**config.mk**
```make
export PLATFORM = sky130hd
export DESIGN_NAME = dot_product_sequencer
export DESIGN_NICKNAME = d
export VERILOG_FILES = /design/src/rtl/dot_product_sequencer.sv
export SDC_FILE = /design/constraint.sdc
export NUM_CORES = 1
export LEC_CHECK = 0
export ABC_CLOCK_PERIOD_IN_PS = 5530
export CORE_MARGIN = 5
export CORE_UTILIZATION = 65
export CTS_BUF_LIST = sky130_fd_sc_hd__clkbuf_8 sky130_fd_sc_hd__clkbuf_16
export DETAILED_ROUTE_END_ITERATION = 6
export DONT_BUFFER_PORTS = 1
export PLACE_DENSITY = 0.88
export RECOVER_POWER = 25
export SLEW_MARGIN = 10
export SYNTH_ARGS = -nofsm -noshare
export SYNTH_HDL_FRONTEND = slang
export SYNTH_SLANG_ARGS = --single-unit
```
**constraint.sdc**
```tcl
create_clock -name clk -period 5.53 [get_ports clk]
set_input_delay 1.106 -clock clk [delete_from_list [all_inputs] [get_ports clk]]
set_output_delay 1.106 -clock clk [all_outputs]
set_load 0.05 [all_outputs]
```
**src/rtl/dot_product_sequencer.sv**
```systemverilog
// Sequences a shared 1-cycle-latency ALU through MUL/ADD pairs to form one
// dot product sum(A[k]*B[k]) from two synchronous-read operand memories.
module dot_product_sequencer #(
  parameter int DW = 16,
  parameter int AW = 8
) (
  input  logic          clk,
  input  logic          rst_n,
  input  logic          start,
  input  logic [AW-1:0] len,
  input  logic [AW-1:0] a_base,
  input  logic [AW-1:0] b_base,
  input  logic [AW-1:0] b_stride,
  output logic [AW-1:0] a_addr,
  output logic [AW-1:0] b_addr,
  input  logic [DW-1:0] a_data,
  input  logic [DW-1:0] b_data,
  output logic [DW-1:0] alu_in1,
  output logic [DW-1:0] alu_in2,
  output logic [2:0]    alu_control,
  input  logic [DW-1:0] alu_out,
  input  logic          alu_zflag,
  output logic          busy,
  output logic          done,
  output logic [DW-1:0] result,
  output logic          result_zero
);

  typedef enum logic [2:0] {
    IDLE,
    FETCH,
    MULT,
    ACC,
    WB,
    DONE
  } state_e;

  localparam logic [2:0] OP_NOP = 3'b000;
  localparam logic [2:0] OP_MUL = 3'b001;
  localparam logic [2:0] OP_ADD = 3'b010;

  state_e        state_q, state_d;
  logic [AW-1:0] len_q, len_d;
  logic [AW-1:0] stride_q, stride_d;
  logic [AW-1:0] idx_q, idx_d;
  logic [DW-1:0] acc_q, acc_d;
  logic [AW-1:0] a_addr_q, a_addr_d;
  logic [AW-1:0] b_addr_q, b_addr_d;
  logic [2:0]    ctrl_q, ctrl_d;
  logic          busy_q, busy_d;
  logic          done_q, done_d;
  logic [DW-1:0] result_q, result_d;
  logic          rzero_q, rzero_d;

  always_ff @(posedge clk or negedge rst_n) begin
    if (!rst_n) begin
      state_q  <= IDLE;
      len_q    <= '0;
      stride_q <= '0;
      idx_q    <= '0;
      acc_q    <= '0;
      a_addr_q <= '0;
      b_addr_q <= '0;
      ctrl_q   <= OP_NOP;
      busy_q   <= 1'b0;
      done_q   <= 1'b0;
      result_q <= '0;
      rzero_q  <= 1'b1;
    end else begin
      state_q  <= state_d;
      len_q    <= len_d;
      stride_q <= stride_d;
      idx_q    <= idx_d;
      acc_q    <= acc_d;
      a_addr_q <= a_addr_d;
      b_addr_q <= b_addr_d;
      ctrl_q   <= ctrl_d;
      busy_q   <= busy_d;
      done_q   <= done_d;
      result_q <= result_d;
      rzero_q  <= rzero_d;
    end
  end

  // Registered outputs are loaded on the edge entering the state they belong to;
  // the B pointer advances by the stride instead of multiplying idx*stride.
  always_comb begin
    state_d  = state_q;
    len_d    = len_q;
    stride_d = stride_q;
    idx_d    = idx_q;
    acc_d    = acc_q;
    a_addr_d = a_addr_q;
    b_addr_d = b_addr_q;
    busy_d   = busy_q;
    done_d   = 1'b0;
    result_d = result_q;
    rzero_d  = rzero_q;
    unique case (state_q)
      IDLE: begin
        if (start) begin
          len_d    = len;
          stride_d = b_stride;
          idx_d    = '0;
          acc_d    = '0;
          a_addr_d = a_base;
          b_addr_d = b_base;
          busy_d   = 1'b1;
          result_d = '0;
          rzero_d  = 1'b0;
          if (len != '0) begin
            state_d = FETCH;
          end else begin
            state_d = DONE;
            done_d  = 1'b1;
            rzero_d = 1'b1;
          end
        end
      end
      FETCH: state_d = MULT;
      MULT:  state_d = ACC;
      ACC:   state_d = WB;
      WB: begin
        acc_d = alu_out;
        idx_d = idx_q + AW'(1);
        if (idx_q == len_q - AW'(1)) begin
          state_d  = DONE;
          done_d   = 1'b1;
          result_d = alu_out;
          rzero_d  = alu_zflag;
        end else begin
          state_d  = FETCH;
          a_addr_d = a_addr_q + AW'(1);
          b_addr_d = b_addr_q + stride_q;
        end
      end
      DONE: begin
        state_d = IDLE;
        busy_d  = 1'b0;
      end
      default: state_d = IDLE;
    endcase
  end

  always_comb begin
    ctrl_d = OP_NOP;
    case (state_d)
      MULT:    ctrl_d = OP_MUL;
      ACC:     ctrl_d = OP_ADD;
      default: ctrl_d = OP_NOP;
    endcase
  end

  // Operands are steered straight from the memory and ALU result ports so a MUL
  // and its dependent ADD can run in back-to-back cycles on a 1-cycle ALU.
  always_comb begin
    alu_in1 = '0;
    alu_in2 = '0;
    case (state_q)
      MULT: begin
        alu_in1 = a_data;
        alu_in2 = b_data;
      end
      ACC: begin
        alu_in1 = alu_out;
        alu_in2 = acc_q;
      end
      default: begin
        alu_in1 = '0;
        alu_in2 = '0;
      end
    endcase
  end

  assign a_addr      = a_addr_q;
  assign b_addr      = b_addr_q;
  assign alu_control = ctrl_q;
  assign busy        = busy_q;
  assign done        = done_q;
  assign result      = result_q;
  assign result_zero = rzero_q;

endmodule

```
; ---- Word-level counts from Yosys, hierarchy flattened
; Cells that the tools add are included.
[totals]
latchBits = 0
mem_count = 0
mem_bits_ro = 0
reg_bits = 81
inputBits = 84
ram_bits = 0
[classes]
muxes = 28
n_lt_le_gt_ge = 0
n_addsub = 4
n_reduce_logical = 9
div = 0
n_mul = 0
n_eq_ne = 11
shift = 0
n_bitwise = 0
[op_table]
columns = op, count
row1 = 16-bit case mux with 2 select lines, 4
row2 = 8-bit case mux with 2 select lines, 3
row3 = 8-bit two-way mux, 5
row4 = 16-bit two-way mux, 2
row5 = 8-bit by 1-bit adder with 8-bit output (second input constant), 2
row6 = 3-bit case mux with 5 select lines, 1
row7 = 3-bit by 2-bit equality test with 1-bit output (second input constant), 4
row8 = 3-bit two-way mux, 3
row9 = 8-bit adder, 1
row10 = 8-bit equality test, 1
row11 = 8-bit nonzero test, 1
row12 = 8-bit by 1-bit subtractor with 8-bit output (second input constant), 1
row13 = 3-bit equality test (second input constant), 2
row14 = 1-bit two-way mux, 6
row15 = 2-bit inequality test (second input constant), 3
row16 = 1-bit case mux with 2 select lines, 3
row17 = 2-bit AND reduction, 3
row18 = 3-bit AND reduction, 2
row19 = 2-bit case mux with 2 select lines, 1
row20 = 2-bit nonzero test, 2
row21 = 3-bit by 1-bit equality test with 1-bit output (second input constant), 1
row22 = 3-bit zero test, 1

; ---- Depth between registers and ports, before layout
[logic_depth]
word_depth = 6
ltp_mapped = 10
ltp_nobuf = 9

; ---- Least setup slack after synthesis
; OpenSTA, ideal clock, no wires.
[synth_path]
kind = register to output
start = register state_q[2]
end = output port alu_in1[0]
path_buffers = 2
required_time_ns = 4.424
t_arrival_ns = 1.913
setup_slack_ns = 2.511
stages_incl_launch_ff = 5
cell_sequence = dfrtp_1 > clkbuf_1 > nor3b_1 > clkbuf_1 > a22o_1
[synth_between]
elab_chain_len = 2
word_cells_on_any_way = 3
cone_classes = 2 x eq/ne / 1 x mux
[synth_rtl]
columns = element, line_no
row1 = start: declaration, 42  ; state_e state_q, state_d;
row2 = start signal: assignment, 70  ; state_q <= state_d;
row3 = 3-bit by 2-bit equality test with 1-bit output, 159  ; case (state_q)
row4 = 16-bit case mux with 2 select lines (*), 159
row5 = end: declaration, 18  ; output logic [DW-1:0] alu_in1,
; Every way passes the cells marked *; elsewhere a longest branch is shown, timed or not.

; ---- Worst setup path in the final report
; Ends and elaborated chain as after synthesis.

==> run metrics <==
status=complete, no violations; Net Count, Synth=527; register area=2003 sq um; P_sw=1.648 mW; total core area=6386 sq um; Die Width=91.35 microns; root buf cell=clkbuf_8; Initial DRT Pass Iterations=4; Int Pwr=1.444 mW; Post-Place Worst Slack=2169 ps; post-synth top area share=45.96%; clk sink count=80; FF-to-FF path depth=5; # nets final=514; largest net degree at the start of global routing=81; DRC viols=0; clock power share=12.2%; max-cap viol count=0; Fin Setup TNS=0 ps; Ports=154; gate count of the mapped netlist=432; H-tree levels=3; critical path type=reg -> out; power after layout=3.091 mW; Via Count=3258; synthesized flop and latch total=80; fraction of the mapped netlist area in adder cells=3.374%; Least-Margin Pin Slew=1118 ps; share of layout cells above drive strength 1=12.74%; top post-synthesis cells by area=dfrtp_1 46%, a22o_1 6.7%, nand2_1 6.3%, mux2_2 6.0%, and3_1 2.9%; RSZ-0062 raised after global routing=false; Clock Tree Buf Depth=2; Reg-to-Reg Start=state_q[0]; Die Span Y=91.35 microns; Main synth FF type=dfrtp_1; CTS tree=yes; Commonest cells post-synth=79 x dfrtp_1, 72 x nand2_1, 33 x a22o_1; GRT Util Overall=24.19%; die area=8345 sq um; Vias/cell=6.503; # diodes=0; global-route wire length before repair=16.58 mm; Reg power frac=43.2%; Mean Syn Cell Area=9.957 sq um; Slew HR=25.44%; Starting Density=67.36%; Num CTS Buffers=9; ANT nets after route=0; sequential share of the synthesized area=46.57%; CP Launch Point=state_q[2]; routed wire length per instance=19.86 microns; logic gate share of total power=44.6%; Post-synth ARST share=100.0%; number of global-route vias before repair=3303; Distinct cells, synth=54; switching fraction of total power=53.30%; post-synthesis simple-gate area fraction=16.35%; total grt overflow=0; number of antenna violations at the first check in global routing=0; CP endpoint kind=output pin; DRT iter0 DRCs=265; fin crit share=67.56%; Final HPWL DP=7.144 mm; Worst Path Required=4420 ps; Pins Over Slew Limit=0; Area Growth Syn to Fin=4.189%; largest family of logic cells by synthesized area=compound AO/OA/AOI/OAI gates; PortBufs=0; most frequent cell after synthesis=dfrtp_1; post-synthesis compound-gate area fraction=19.60%; Tmin final=3736 ps; row count=29; Worst-path clk slew=90 ps; synth warn=0; crit-path max FO=33; Synth Area in XOR/XNOR=3.461%; final setup fails=0; mux cell area share after synthesis=6.603%; Post-synth EDFFs=0; pwr dens=689.7 nW/um^2; final hold viol count=0; crit path DAT=2630 ps; clock latency on the worst-skew pair=350 ps; Hold WC Path Type=in -> async; f_max=267.6 MHz; final wirelength=9.952 mm; CTS hold repair buffers=0; setup ws final=1794 ps; CTS-repair resized insts=0; Worst VDD drop=455.4 uV; Post-CTS Setup Inserts=0; startpoint types=flop; skew final=17.81 ps; Fillers=489; Syn Std Cell Area=4302 sq um; RD Place Congestion=0.7939; Leakage=2.273 nW; area occupied by multi-input gates=2137 sq um; largest area contributor in the netlist=dfrtp_1
power groups by stage:
stage / combinational (mW) / sequential (mW) / clock (mW)
finish: 1.38 / 1.34 / 0.377
global route: 1.52 / 1.37 / 0.422
CTS: 1.38 / 1.34 / 0.391
detailed placement: 1.38 / 1.35 / 0
global placement: 1.32 / 1.34 / 0
floorplan: 1.23 / 1.28 / 0
routing by layer:
metal | GRT usage (%) | share of wire, % | vias to the layer above
li1 | - | - | 1522
met1 | 32.06 | 40 | 1599
met2 | 39.96 | 51 | 123
met3 | 4.959 | 7.4 | 14
met4 | 7.824 | 1.7 | 0
met5 | 0 | 0 | -
final cells by class:
cell class	instances	area share [%]
Tap cell	77	2.150
Timing Repair Buffer	5	0.8375
Clock buffer	10	3.071
Sequential cell	80	44.70
Multi-Input combinational cell	314	47.68
Clock inverter	6	0.8096
Inverter	9	0.7538
sequential cells by signal, summed over array words and instances, names as in the netlist, 2 cells and up:
name         flops
result          16
stride_q         8
state_q          3
b_addr           8
idx_q            8
alu_control      2
a_addr           8
acc_q           16
len_q            8
worst max-delay path: stages (launching register included):
cell     delay, ps
dfrtp_1        620
and3b_1       1060
a22o_1         590
cells in the final DEF, fill, tap and decap left out, drive strengths merged, types with 2 or more instances in the layout:
cell,count
a221oi,6
or2,3
nor3b,2
and3b,2
a21o,16
nor4,2
and2,2
a22o,33
nand3,16
nand2b,3
nand2,72
clkbuf,10
a21oi,6
xnor2,5
a211oi,4
a2bb2oi,8
inv,10
mux2,24
o22ai,3
o21ai,25
nand4,2
ha,10
and3,20
nor2,17
xor2,12
o211ai,2
nor3,4
dfrtp,79
buf,5
a21boi,2
clkinv,5
metrics by stage:
stage | cells | hold slack, ps | cell area, sq um | util (%)
6_report | 501 | 440.3 | 4482 | 70.18
5_1_grt | 501 | 420.0 | 4482 | 70.18
4_1_cts | 501 | 430.4 | 4482 | 70.18
3_5_place_dp | 485 | 473.6 | 4308 | 67.46
3_3_place_gp | 485 | 460.8 | 4308 | 67.46
2_1_floorplan | 432 | 449.7 | 4302 | -
final timing paths:
| check | to | slack, ps |
|---|---|---|
| worst max-delay path | alu_in1[0] | 1790 |
| worst min-delay path | a_addr[6] | 440 |
| worst max register to register | b_addr[5] | 2510 |
| worst min register to register | acc_q[7] | 490 |
| max in group asynchronous | result_zero | 4900 |
| min in group clk | acc_q[7] | 490 |
logic make-up after synthesis:
family	after synthesis
DFF	80
xor gates and xnor gates	17
AOI/OAI and AO/OA	111
adders and majority gates	11
and+or+nand+nor	149
buffers and inverters	38
other	1
muxes	25
Note: power is estimated with default switching activity, not from simulation.
